<file path="config.mk">
export PLATFORM = sky130hd
export DESIGN_NAME = crc_param_serial
export DESIGN_NICKNAME = d
export VERILOG_FILES = /design/src/rtl/crc_param_serial.sv
export SDC_FILE = /design/constraint.sdc
export NUM_CORES = 1
export LEC_CHECK = 0
export CAP_MARGIN = 20
export CORE_MARGIN = 3
export CORE_UTILIZATION = 55
export CTS_CLUSTER_SIZE = 30
export DETAILED_ROUTE_END_ITERATION = 10
export GPL_TIMING_DRIVEN = 0
export PLACE_DENSITY = 0.87
export SLEW_MARGIN = 5
export SYNTH_ARGS = -nofsm -noshare
export SYNTH_HDL_FRONTEND = slang
export SYNTH_SLANG_ARGS = --single-unit
</file>
<file path="constraint.sdc">
create_clock -name clk_i -period 2.23 [get_ports clk_i]
set_input_delay 0.223 -clock clk_i [delete_from_list [all_inputs] [get_ports clk_i]]
set_output_delay 0.223 -clock clk_i [all_outputs]
set_load 0.02 [all_outputs]
</file>
<file path="src/rtl/crc_param_serial.sv">
`default_nettype none
// ============================================================================
// crc_param_serial : bit-serial reflected CRC engine. It accumulates while
//                    active_i is high, then shifts out WIDTH CRC bits LSB first.
//                    Optional macro: CRC_FINAL_XOR_EN applies FINAL_XOR to the output.
// Revision         : 1.0
// ============================================================================
module crc_param_serial #(
    parameter int unsigned      WIDTH     = 8,
    parameter logic [WIDTH-1:0] POLY      = WIDTH'('hC4),
    parameter logic [WIDTH-1:0] SEED      = WIDTH'('hD8),
    parameter logic [WIDTH-1:0] FINAL_XOR = WIDTH'('hFF)
) (
    input  logic clk_i,
    input  logic rst_i,
    input  logic init_i,
    input  logic active_i,
    input  logic data_i,
    output logic crc_o,
    output logic valid_o,
    output logic busy_o
);

    localparam int unsigned       CW         = $clog2(WIDTH + 1);
    localparam logic [CW-1:0]     c_CNT_LAST = CW'(WIDTH);
`ifdef CRC_FINAL_XOR_EN
    localparam logic [WIDTH-1:0]  c_OUT_MASK = FINAL_XOR;
`else
    localparam logic [WIDTH-1:0]  c_OUT_MASK = FINAL_XOR & {WIDTH{1'b0}};
`endif

    typedef enum logic [1:0] {
        S_IDLE  = 2'd0,
        S_ACCUM = 2'd1,
        S_OUT   = 2'd2
    } state_t;

    state_t           state_q, state_d;
    logic [WIDTH-1:0] lfsr_q,  lfsr_d;
    logic [CW-1:0]    cnt_q,   cnt_d;
    logic             crc_q,   crc_d;
    logic             valid_q, valid_d;
    logic             busy_q,  busy_d;

    logic [WIDTH-1:0] w_step;
    logic [WIDTH-1:0] w_load;

    assign w_step = (lfsr_q >> 1) ^ ((lfsr_q[0] ^ data_i) ? POLY : {WIDTH{1'b0}});
    // The output mask is folded into the register once, as serialisation begins;
    // after that the register is only shifted, so bit k leaves XORed with mask bit k.
    assign w_load = lfsr_q ^ c_OUT_MASK;

    always_comb begin
        state_d = state_q;
        lfsr_d  = lfsr_q;
        cnt_d   = cnt_q;
        crc_d   = 1'b0;
        valid_d = 1'b0;
        if (init_i) begin
            state_d = S_IDLE;
            lfsr_d  = SEED;
            cnt_d   = '0;
        end else begin
            case (state_q)
                S_IDLE: begin
                    if (active_i) begin
                        lfsr_d  = w_step;
                        state_d = S_ACCUM;
                    end
                end
                S_ACCUM: begin
                    if (active_i) begin
                        lfsr_d = w_step;
                    end else begin
                        crc_d   = w_load[0];
                        valid_d = 1'b1;
                        lfsr_d  = w_load >> 1;
                        cnt_d   = CW'(1);
                        state_d = S_OUT;
                    end
                end
                S_OUT: begin
                    if (cnt_q < c_CNT_LAST) begin
                        crc_d   = lfsr_q[0];
                        valid_d = 1'b1;
                        lfsr_d  = lfsr_q >> 1;
                        cnt_d   = cnt_q + CW'(1);
                    end else begin
                        lfsr_d  = SEED;
                        cnt_d   = '0;
                        state_d = S_IDLE;
                    end
                end
                default: begin
                    state_d = S_IDLE;
                    lfsr_d  = SEED;
                    cnt_d   = '0;
                end
            endcase
        end
        busy_d = (state_d != S_IDLE);
    end

    always_ff @(posedge clk_i or posedge rst_i) begin
        if (rst_i) begin
            state_q <= S_IDLE;
            lfsr_q  <= SEED;
            cnt_q   <= '0;
            crc_q   <= 1'b0;
            valid_q <= 1'b0;
            busy_q  <= 1'b0;
        end else begin
            state_q <= state_d;
            lfsr_q  <= lfsr_d;
            cnt_q   <= cnt_d;
            crc_q   <= crc_d;
            valid_q <= valid_d;
            busy_q  <= busy_d;
        end
    end

    assign crc_o   = crc_q;
    assign valid_o = valid_q;
    assign busy_o  = busy_q;

endmodule
`default_nettype wire

</file>
# Word level (Yosys, flattened, before mapping)
# Cells that the tools add are included.
[totals] romBits=0 regBits=17 out_inout_bits=3 latch_bits=0 mem_bits_rw=0 mem_count=0
[op_classes] addsub=1 bitwise=2 order_cmp=1 mul=0 div_mod_pow=0 eq_ne=5 reduce_logical=3 n_mux=23 n_shift=0
[ops] op="8-bit 2-to-1 mux" n=5
[ops] op="8-bit one-hot mux with 3 select lines" n=1
[ops] op="4-bit 2-to-1 mux" n=3
[ops] op="4-bit one-hot mux with 3 select lines" n=1
[ops] op="2-bit 2-to-1 mux" n=4
[ops] op="7-bit by 8-bit bitwise XOR with 8-bit output" n=1
[ops] op="1-bit 2-to-1 mux" n=6
[ops] op="3-bit != test, second input constant" n=2
[ops] op="2-bit one-hot mux with 3 select lines" n=1
[ops] op="4-bit by 1-bit adder with 4-bit output, second input constant" n=1
[ops] op="4-bit < comparator, second input constant" n=1
[ops] op="1-bit one-hot mux with 2 select lines" n=2
[ops] op="2-bit by 1-bit equality test with 1-bit output, second input constant" n=1
[ops] op="2-bit equality test, second input constant" n=1
[ops] op="2-bit logical NOT" n=1
[ops] op="2-bit != test, second input constant" n=1
[ops] op="2-bit AND reduction" n=1
[ops] op="2-bit nonzero test" n=1
[ops] op="1-bit bitwise XOR" n=1

# Depth between registers and ports, before layout
# Gate-level depths: netlist (run 1).
[logic_depth] ltp_word=6 mapped_depth=7 depth_no_buf=6

# Least setup slack after synthesis (run 1)
# OpenSTA, ideal clock, no wires.
[synth_path] path_kind="reg2reg" from="reg state_q[0]" to="reg lfsr_q[1]" stages_incl_launch_ff=8 setup_ns=0.065 setup_slack_ns=0.627 t_arrival_ns=1.537 path_buffers=1 period_less_slack_ns=1.603 path_cell_list="dfrtp_1 -> inv_1 -> ha_1 -> buf_6 -> nor2b_4 -> or3_4 -> nor2_2 -> a22o_1"
[synth_between] elab_chain_len=3 word_cells_on_any_way=6
[synth_rtl] item="start, declared" line="38" source="state_t state_q, state_d;"
[synth_rtl] item="start signal, assigned" line="113" source="state_q <= state_d;"
[synth_rtl] item="2-bit equality test, or another cell as far along" line="64" source="case (state_q)"
[synth_rtl] item="8-bit one-hot mux with 3 select lines" line="64"
[synth_rtl] item="8-bit 2-to-1 mux" line="59" source="if (init_i) begin"
[synth_rtl] item="end signal, assigned" line="114" source="lfsr_q <= lfsr_d;"
[synth_rtl] item="end, declared" line="39" source="logic [WIDTH-1:0] lfsr_q, lfsr_d;"
# Several ways; a longest one is shown, not always the timed one.
# A chain may end at the register's enable or synchronous reset.

# Final worst setup path (run 1)
[layout_path] from="reg state_q[1]" to="reg lfsr_q[6]"
# The elaborated chain is that of the path after synthesis.

==> impl_metrics.yaml, run 1 <==
route:
  drt-wirelength-per-cell_um: 14.2
  drt_wl_total_um: 1860
  post-route-drc-count: 0
  dr.first_iter.drc_count: 21
  dr.pass1.iters: 5
  detailroute.via_count: 761
  drtAntennaViolNets: 0
  routed_via_density: 5.81
timing:
  period_minus_slack_ps: 1760
  fmax_ghz: 0.567
  fin_setup_tns_ps: 0
  slew_violations: 0
  setup_violations: 0
  finClkSkew_ps: 1.46
  max_slew_margin_pct: 57.6
  finalCritPeriodShare_pct: 79.1
  hold_violations: 0
  rsz0062_at_grt: "no"
  worst_pin_slew_ps: 635
clock_tree:
  tritoncts: "yes"
  clk_pin_slew_ps: 100
  ctsRootBufferMaster: "clkbuf_4"
  clock_sinks: 17
  insertion_delay_ps: 290
  cts_htree_levels: 1
  post_cts_buffers: 0
  numCtsBuffers: 3
  cts_resized: 0
  clockBufferDepth: 2
  postCtsHoldBufs: 0
cells_and_area:
  area_growth_pct: 12.1
  num-nets-final: 118
  layout-drive-gt1-share_pct: 16.8
  antenna_cells: 0
  n_fill_cell: 119
worst_setup_path:
  required_ps: 2450
  arrival_ps: 1990
  path_max_fanout: 10
  endpoint_kind: "flop"
  path_class: "reg -> reg"
  cp-start-kind: "flop"
power_and_ir_drop:
  p_seq_share_pct: 51.4
  combPwrFrac_pct: 25.2
  p_sw_share_pct: 30.5
  power.total_w: 0.000706
  p_per_area_nw_per_um2: 645
  pwr-share-clk_pct: 23.5
  total_switching_power_w: 0.000215
  ir_drop_mv: 0.361
  p_int_w: 0.000491
  p_leak_nw: 0.480
job:
  max_cap_violations: 0
floorplanning:
  ios: 8
  die_h_um: 48.1
  rows: 14
  fp.dieW_um: 48.1
  core-area_um2: 1590
  die_area_um2: 2320
  floorplan.initialDensity_pct: 61.2
synthesis:
  synth-edff-count: 0
  muxShareOfSynthArea_pct: 0
  synthArstFlopShare_pct: 100
  yosysUniqueCellTypes: 40
  synthSimpleGateAreaFrac_pct: 22.9
  yosys_warnings: 0
  synth_top_family_by_area: "simple AND/OR/NAND/NOR gates"
  seq_area_frac_synth_pct: 44.1
  synth_area_per_cell_um2: 10.1
  synth-main-ff-cell: "dfrtp_1"
  synth_nets: 107
  synthXorXnorAreaFrac_pct: 0.897
  synth_compound_area_share_pct: 20.3
  synthAdderAreaFrac_pct: 6.41
  ys_ff_latch: 17
  syn-cell-area_um2: 976
  synthCells: 97
grt:
  grt_pass1_wl_um: 3020
  antenna_found_initial: 0
  grt_max_degree: 18
  grtUsageTotal_pct: 19.1
  grt_pass1_vias: 709
  grt-ovfl-total: 0
min_path:
  min_path_type: "in -> async"
placed_design:
  portBuffers: 6
  place_hpwl_um: 1350
  gp_congestion: 0.800
status:
  outcome: "complete, no violations"
-- cells in the final DEF, fill, tap and decap left out, drive strengths merged, types with 2 or more instances in the layout --
master,count
nor3,3
dfstp,4
nor2b,3
buf,3
nor4,2
clkbuf,4
a21o,2
or3,3
a21oi,11
ha,5
clkdlybuf4s50,6
inv,5
dfrtp,13
nor2,10
nand2,6
a22o,3
nand4,2
and2,2
o21ai,3
-- per-stage QoR --
stage	worst slack, ps	util [%]	hold slack (ps)	instances	instance area, um^2
after global routing	330	68.6	311	131	1090
after CTS	466	68.6	297	131	1090
after floorplan	627	-	146	97	976
after global placement	512	66.9	455	127	1070
after detailed placement	488	66.9	461	127	1070
final	465	68.6	302	131	1090
-- path summary, 6_finish.rpt --
| check | end | slack [ps] | cells past startpoint | startpoint |
|---|---|---|---|---|
| worst max register to register | lfsr_q[6]$_DFFE_PP1P_ | 470 | 7 | state_q[1]$_DFF_PP0_ |
| worst max-delay path | lfsr_q[6]$_DFFE_PP1P_ | 470 | 7 | state_q[1]$_DFF_PP0_ |
| min in group clk_i | lfsr_q[2]$_DFFE_PP0P_ | 300 | 4 | active_i |
| worst min-delay path | crc_o$_DFF_PP0_ | 300 | 2 | rst_i |
| max in group asynchronous | lfsr_q[0]$_DFFE_PP0P_ | 1520 | 2 | rst_i |
| worst min register to register | lfsr_q[3]$_DFFE_PP1P_ | 480 | 2 | lfsr_q[4]$_DFFE_PP1P_ |
-- power by group through the flow --
stage	Combinational [W]	Clock, W	Sequential [W]
finish	0.000177	0.000166	0.000363
global route	0.000198	0.000181	0.000366
CTS	0.000177	0.000169	0.000362
detailed placement	0.000176	0	0.000367
global placement	0.000171	0	0.000366
floorplan	0.000135	0	0.000366
-- layer usage --
metal | part of all wire [%] | track usage [%] | vias to the layer above
li1 | - | - | 366
met1 | 47 | 25.9 | 379
met2 | 49 | 30.9 | 12
met3 | 2.8 | 2.21 | 4
met4 | 1.1 | 8.06 | 0
met5 | 0 | 0 | -
-- area by class of cell --
cell class / instances / area, um^2 / share of cell area, %
multi-input cells: 71 / 493 / 45.1
flip-flops and latches: 17 / 430 / 39.4
clock buffers: 3 / 22.5 / 2.06
inverters: 5 / 18.8 / 1.72
clock inverters: 1 / 5.00 / 0.458
repair buffers: 6 / 60.1 / 5.49
plain buffers: 4 / 33.8 / 3.09
well taps: 24 / 30.0 / 2.75
-- sequential cells by signal, indices dropped and copies added (netlist names) --
register / flops
busy_o: 1
state_q: 2
valid_o: 1
crc_o: 1
cnt_q: 4
lfsr_q: 8
-- synth_stat cells (3+ instances only) --
library cell | instances | share of area, %
nor2_1 | 9 | 3.5
dfrtp_1 | 13 | 33
nor3_1 | 3 | 1.5
nand2_1 | 6 | 2.3
o21ai_0 | 3 | 1.5
a21oi_1 | 9 | 4.6
dfstp_2 | 4 | 11
inv_1 | 5 | 1.9
ha_1 | 5 | 6.4
a22o_1 | 3 | 2.7
-- critical path: stages (launching register included) --
cell     delay (ps)
dfrtp_1         470
inv_1           100
ha_1            190
buf_4           170
a21o_1          220
and2_1          160
o32ai_1         290
a21oi_1         110
-- kinds of logic after synthesis --
family	count (synthesis)
simple gates	38
compound gates	27
flops	17
buf+inv	9
fa+ha+maj	5
xor+xnor	1
Power figures use the tool's default switching activity.
==> run 2: changes to the inputs <==
CORE_UTILIZATION = 50   (was 55)
PLACE_DENSITY = 0.84   (was 0.87)
clock period = 1.5 ns   (was 2.23 ns; I/O delays follow)
==> run 2 against run 1 <==
Net effect:
- the flow now finishes with violations (negative setup slack)
- clock power rose by 57%
- final area increased by 21%
- combinational power increased by 130%
- sequential power is 49% higher
- critical path type unchanged
- critical endpoint is now lfsr_q[2]$_DFFE_PP0P_
- highest routed layer unchanged
==> impl_metrics.yaml, run 2 (synthesis gave the netlist of run 1 again) <==
route:
  dr.first_iter.drc_count: 32
  drt_wl_total_um: 2360
  drt-wirelength-per-cell_um: 16.4
  dr.pass1.iters: 4
  routed_via_density: 5.88
  detailroute.via_count: 847
  post-route-drc-count: 0
  drtAntennaViolNets: 0
worst_setup_path:
  cp-start-kind: "flop"
  path_max_fanout: 5
  r2r-start: "state_q[0]$_DFF_PP0_"
  arrival_ps: 1830
  path_class: "reg -> reg"
  required_ps: 1710
  endpoint_kind: "flop"
  startpoint: "state_q[0]$_DFF_PP0_"
timing:
  fmax_ghz: 0.618
  worst_pin_slew_ps: 620
  hold_violations: 0
  max_slew_margin_pct: 58.6
  slew_violations: 0
  period_minus_slack_ps: 1620
  finalCritPeriodShare_pct: 108
  rsz0062_at_grt: "yes"
  setup_violations: 14
  fin_setup_tns_ps: -711
  setup_ws_ps: -117
  finClkSkew_ps: 5.16
cells_and_area:
  num-nets-final: 130
  multi_input_area_um2: 618
  final_cell_mix: "dfrtp_1 (11), buf_4 (10), nor2_1 (9)"
  area_growth_pct: 35.9
  largest_register_ffs: 8
  regArea_um2: 433
  n_fill_cell: 101
  fin_cells: 144
  largestRegisters: "lfsr_q x8, cnt_q x4, state_q x2"
  antenna_cells: 0
  layout_commonest_cell: "dfrtp_1"
  layout-drive-gt1-share_pct: 42.9
  top_register: "lfsr_q"
job:
  max_cap_violations: 0
grt:
  grt-ovfl-total: 0
  grt_pass1_vias: 849
  grt_max_degree: 18
  antenna_found_initial: 0
  grtUsageTotal_pct: 19.7
  grt_pass1_wl_um: 3820
placed_design:
  placedCellCount: 128
  portBuffers: 6
  gp_congestion: 0.802
  post-place-ws_ps: -243
  place_hpwl_um: 1380
clock_tree:
  ctsRootBufferMaster: "clkbuf_4"
  clockBufferDepth: 2
  tritoncts: "yes"
  numCtsBuffers: 3
  postCtsHoldBufs: 0
  cts_htree_levels: 1
  clock_sinks: 17
  clk_pin_slew_ps: 110
  insertion_delay_ps: 300
power_and_ir_drop:
  p_per_area_nw_per_um2: 907
  power.total_w: 0.00120
  ir_drop_mv: 0.455
  p_leak_nw: 0.553
floorplanning:
  core-area_um2: 1780
  die_area_um2: 2520
  floorplan.initialDensity_pct: 54.7
  die_h_um: 50.2
  ios: 8
  rows: 15
  fp.dieW_um: 50.2
min_path:
  min_path_type: "in -> async"
status:
  outcome: "complete, but fails checks"
  violations: "negative setup slack"
-- run 2: cell count changes in the layout (fill, tap and decap cells not counted), sizes merged --
cell,delta
buf,+12
-- run 2: stage by stage --
step	hold slack [ps]	utilization, %	instance area (um^2)
2_1_floorplan	73.2	-	987
3_3_place_gp	458	60.5	1080
3_5_place_dp	472	60.5	1080
4_1_cts	207	70.5	1260
5_1_grt	240	74.4	1330
6_report	216	74.4	1330
-- run 2: layout make-up --
class | count | share of cell area (%)
sequential | 17 | 32.6
tap | 25 | 2.36
buffer | 2 | 1.13
multi-input combinational | 71 | 46.6
clock buffer | 3 | 1.70
inverter | 5 | 1.60
timing repair buffer | 20 | 13.6
clock inverter | 1 | 0.377
-- run 2: layer usage --
metal,up-vias,global-route usage (%),wire length [um]
met5,-,0,0
met4,0,8.76,60
met1,433,23.3,999
met3,8,4.15,81
li1,390,-,-
met2,16,33.9,1220
-- run 2: what timing repair did --
action / in CTS / in global routing
endpoints found under the setup margin: 16 / 16
endpoints found under the hold margin: 0 / 0
pin swaps: 12 / 12
gates resized for setup: 19 / 15
setup buffers: 12 / 2
-- run 2: power breakdown --
part           switching, W  internal (W)  total (W)
Clock              0.000161     0.0000994   0.000260
Combinational      0.000198      0.000204   0.000401
Sequential        0.0000321      0.000509   0.000541
Total              0.000391      0.000812    0.00120
-- run 2: critical path: stages, from the launching register on --
cell	delay (ps)
dfrtp_2	480
inv_2	110
buf_6	110
ha_4	140
and2b_4	210
a21oi_2	60
and3b_1	180
o31ai_2	250
-- run 2: final timing paths --
kind	depth (start not counted)	endpoint	slack, ps
max in group asynchronous	2	state_q[1]$_DFF_PP0_	850
min reg2reg	2	lfsr_q[3]$_DFFE_PP1P_	490
max reg2reg	7	lfsr_q[2]$_DFFE_PP0P_	-120
max	7	lfsr_q[2]$_DFFE_PP0P_	-120
min	2	busy_o$_DFF_PP0_	220
min in group clk_i	4	lfsr_q[2]$_DFFE_PP0P_	230
==> run 3: changes to the inputs <==
MAX_ROUTING_LAYER = met4   (was not set)
==> run 3 against run 2 <==
Net effect:
- the run still ends with negative setup slack left
- highest routed layer unchanged
- largest cell class unchanged
- clock skew barely moved
- critical endpoint unchanged
- cell count did not move
- global-route usage rose by 0.54 points
- clock-buffer cell count did not move
- sequential power barely moved
==> impl_metrics.yaml, run 3 (synthesis gave the netlist of run 1 again) <==
timing:
  slew_violations: 0
  setup_violations: 14
  worst_pin_slew_ps: 616
  rsz0062_at_grt: "yes"
  finalCritPeriodShare_pct: 108
  finClkSkew_ps: 4.76
  fin_setup_tns_ps: -697
  setup_ws_ps: -117
  hold_violations: 0
  max_slew_margin_pct: 58.9
  fmax_ghz: 0.618
  period_minus_slack_ps: 1620
route:
  dr_wl_met2_um: 1230
  top_layer_used: "met4"
  met3_length_um: 87
  wl_met1_um: 992
  drt-wirelength-per-cell_um: 16.5
  dr.pass1.iters: 4
  post-route-drc-count: 0
  detailroute.via_count: 845
  drtAntennaViolNets: 0
  drt_wl_total_um: 2370
  routed_via_density: 5.87
  dr.first_iter.drc_count: 27
power_and_ir_drop:
  p_per_area_nw_per_um2: 906
  p_leak_nw: 0.553
  ir_drop_mv: 0.455
cells_and_area:
  area_growth_pct: 35.9
  final_util_pct: 74.4
  layout-drive-gt1-share_pct: 42.9
  layout_commonest_cell: "dfrtp_1"
  final_cell_mix: "dfrtp_1 (11), buf_4 (10), nor2_1 (9)"
  antenna_cells: 0
  largestRegisters: "lfsr_q x8, cnt_q x4, state_q x2"
  num-nets-final: 130
  top_register: "lfsr_q"
  final_cell_area_um2: 1330
  n_fill_cell: 101
  largest_register_ffs: 8
floorplanning:
  floorplan.initialDensity_pct: 54.7
  fp.dieW_um: 50.2
  ios: 8
  die_area_um2: 2520
  rows: 15
  core-area_um2: 1780
  die_h_um: 50.2
placed_design:
  dpl_cell_area_um2: 1080
  gp_congestion: 0.814
  place_hpwl_um: 1380
  portBuffers: 6
clock_tree:
  clock_sinks: 17
  tritoncts: "yes"
  clk_pin_slew_ps: 110
  cts_htree_levels: 1
  numCtsBuffers: 3
  insertion_delay_ps: 300
  ctsRootBufferMaster: "clkbuf_4"
  clockBufferDepth: 2
worst_setup_path:
  endpoint_kind: "flop"
  arrival_ps: 1830
  crit_path_top_delay_cell: "dfrtp_2"
  r2r-end: "lfsr_q[2]$_DFFE_PP0P_"
  path_max_fanout: 5
  path_class: "reg -> reg"
  cp-start-kind: "flop"
  r2r-start: "state_q[0]$_DFF_PP0_"
  r2r_slack_ps: -120
  worstPathCellList: "inv_2, buf_6, ha_4, and2b_4, a21oi_2, and3b_1, o31ai_2"
  required_ps: 1710
  critPathMaxStageDelay_ps: 480
  rr_worst_depth: 7
grt:
  grt_max_degree: 18
  grt_pass1_vias: 849
  antenna_found_initial: 0
  grt-ovfl-total: 0
  grtUsageTotal_pct: 20.2
  grt_pass1_wl_um: 3820
status:
  outcome: "complete, but fails checks"
  violations: "negative setup slack"
job:
  max_cap_violations: 0
min_path:
  min_path_type: "in -> async"
[run 3: cell counts in the layout (fill, tap and decap cells not counted)]
No cell type changed its count.
[run 3: area by class of cell]
class	count	area (um^2)	area share, %
buffer	2	15.0	1.13
clock buffer	3	22.5	1.70
clock inverter	1	5.00	0.377
inverter	5	21.3	1.60
multi-input combinational	71	618	46.6
sequential	17	433	32.6
tap	25	31.3	2.36
timing repair buffer	20	180	13.6
[run 3: worst max-delay path, delay by kind of cell (launching register included)]
kind | cells | cell delay [ps]
AO/OA/AOI/OAI | 2 | 310
adder cells (fa/ha/maj) | 1 | 140
buffers and inverters | 2 | 220
flip-flops | 1 | 480
AND/OR/NAND/NOR | 2 | 390
[run 3: layer usage]
metal | vias to the layer above | global-route usage (%)
met3 | 10 | 4.15
met5 | - | -
met1 | 420 | 23.3
met2 | 24 | 33.9
met4 | 0 | 8.76
li1 | 391 | -
[run 3: power breakdown]
part	switching (W)	total [W]	internal (W)
Combinational	0.000198	0.000401	0.000203
Clock	0.000160	0.000260	0.0000994
Sequential	0.0000320	0.000541	0.000509
Total	0.000390	0.00120	0.000812
[run 3: metrics by stage]
| stage | hold WS [ps] | instances | total power (W) | worst slack, ps |
|---|---|---|---|---|
| 2_1_floorplan | 73.2 | 97 | 0.000752 | -79.0 |
| 3_3_place_gp | 458 | 128 | 0.000808 | -210 |
| 3_5_place_dp | 472 | 128 | 0.000819 | -243 |
| 4_1_cts | 207 | 143 | 0.00115 | -79.5 |
| 5_1_grt | 240 | 144 | 0.00126 | -172 |
| 6_report | 215 | 144 | 0.00120 | -117 |
[run 3: worst max-delay path by stage]
stage | startpoint | to | slack [ps] | cells after the start
after CTS | state_q[1]$_DFF_PP0_ | lfsr_q[2]$_DFFE_PP0P_ | -80 | 7
after global routing | state_q[0]$_DFF_PP0_ | lfsr_q[2]$_DFFE_PP0P_ | -170 | 7
after detailed placement | state_q[0]$_DFF_PP0_ | lfsr_q[1]$_DFFE_PP0P_ | -240 | 6
after global placement | state_q[0]$_DFF_PP0_ | lfsr_q[0]$_DFFE_PP0P_ | -210 | 6
final | state_q[0]$_DFF_PP0_ | lfsr_q[2]$_DFFE_PP0P_ | -120 | 7
after floorplan | state_q[0]$_DFF_PP0_ | lfsr_q[2]$_DFFE_PP0P_ | -80 | 6
[run 3: what timing repair did]
item                                    CTS  global route
endpoints found under the setup margin   16            16
resized for setup                        19            15
hold buffers                              0             0
pin swaps                                12            12
setup buffers                            12             2
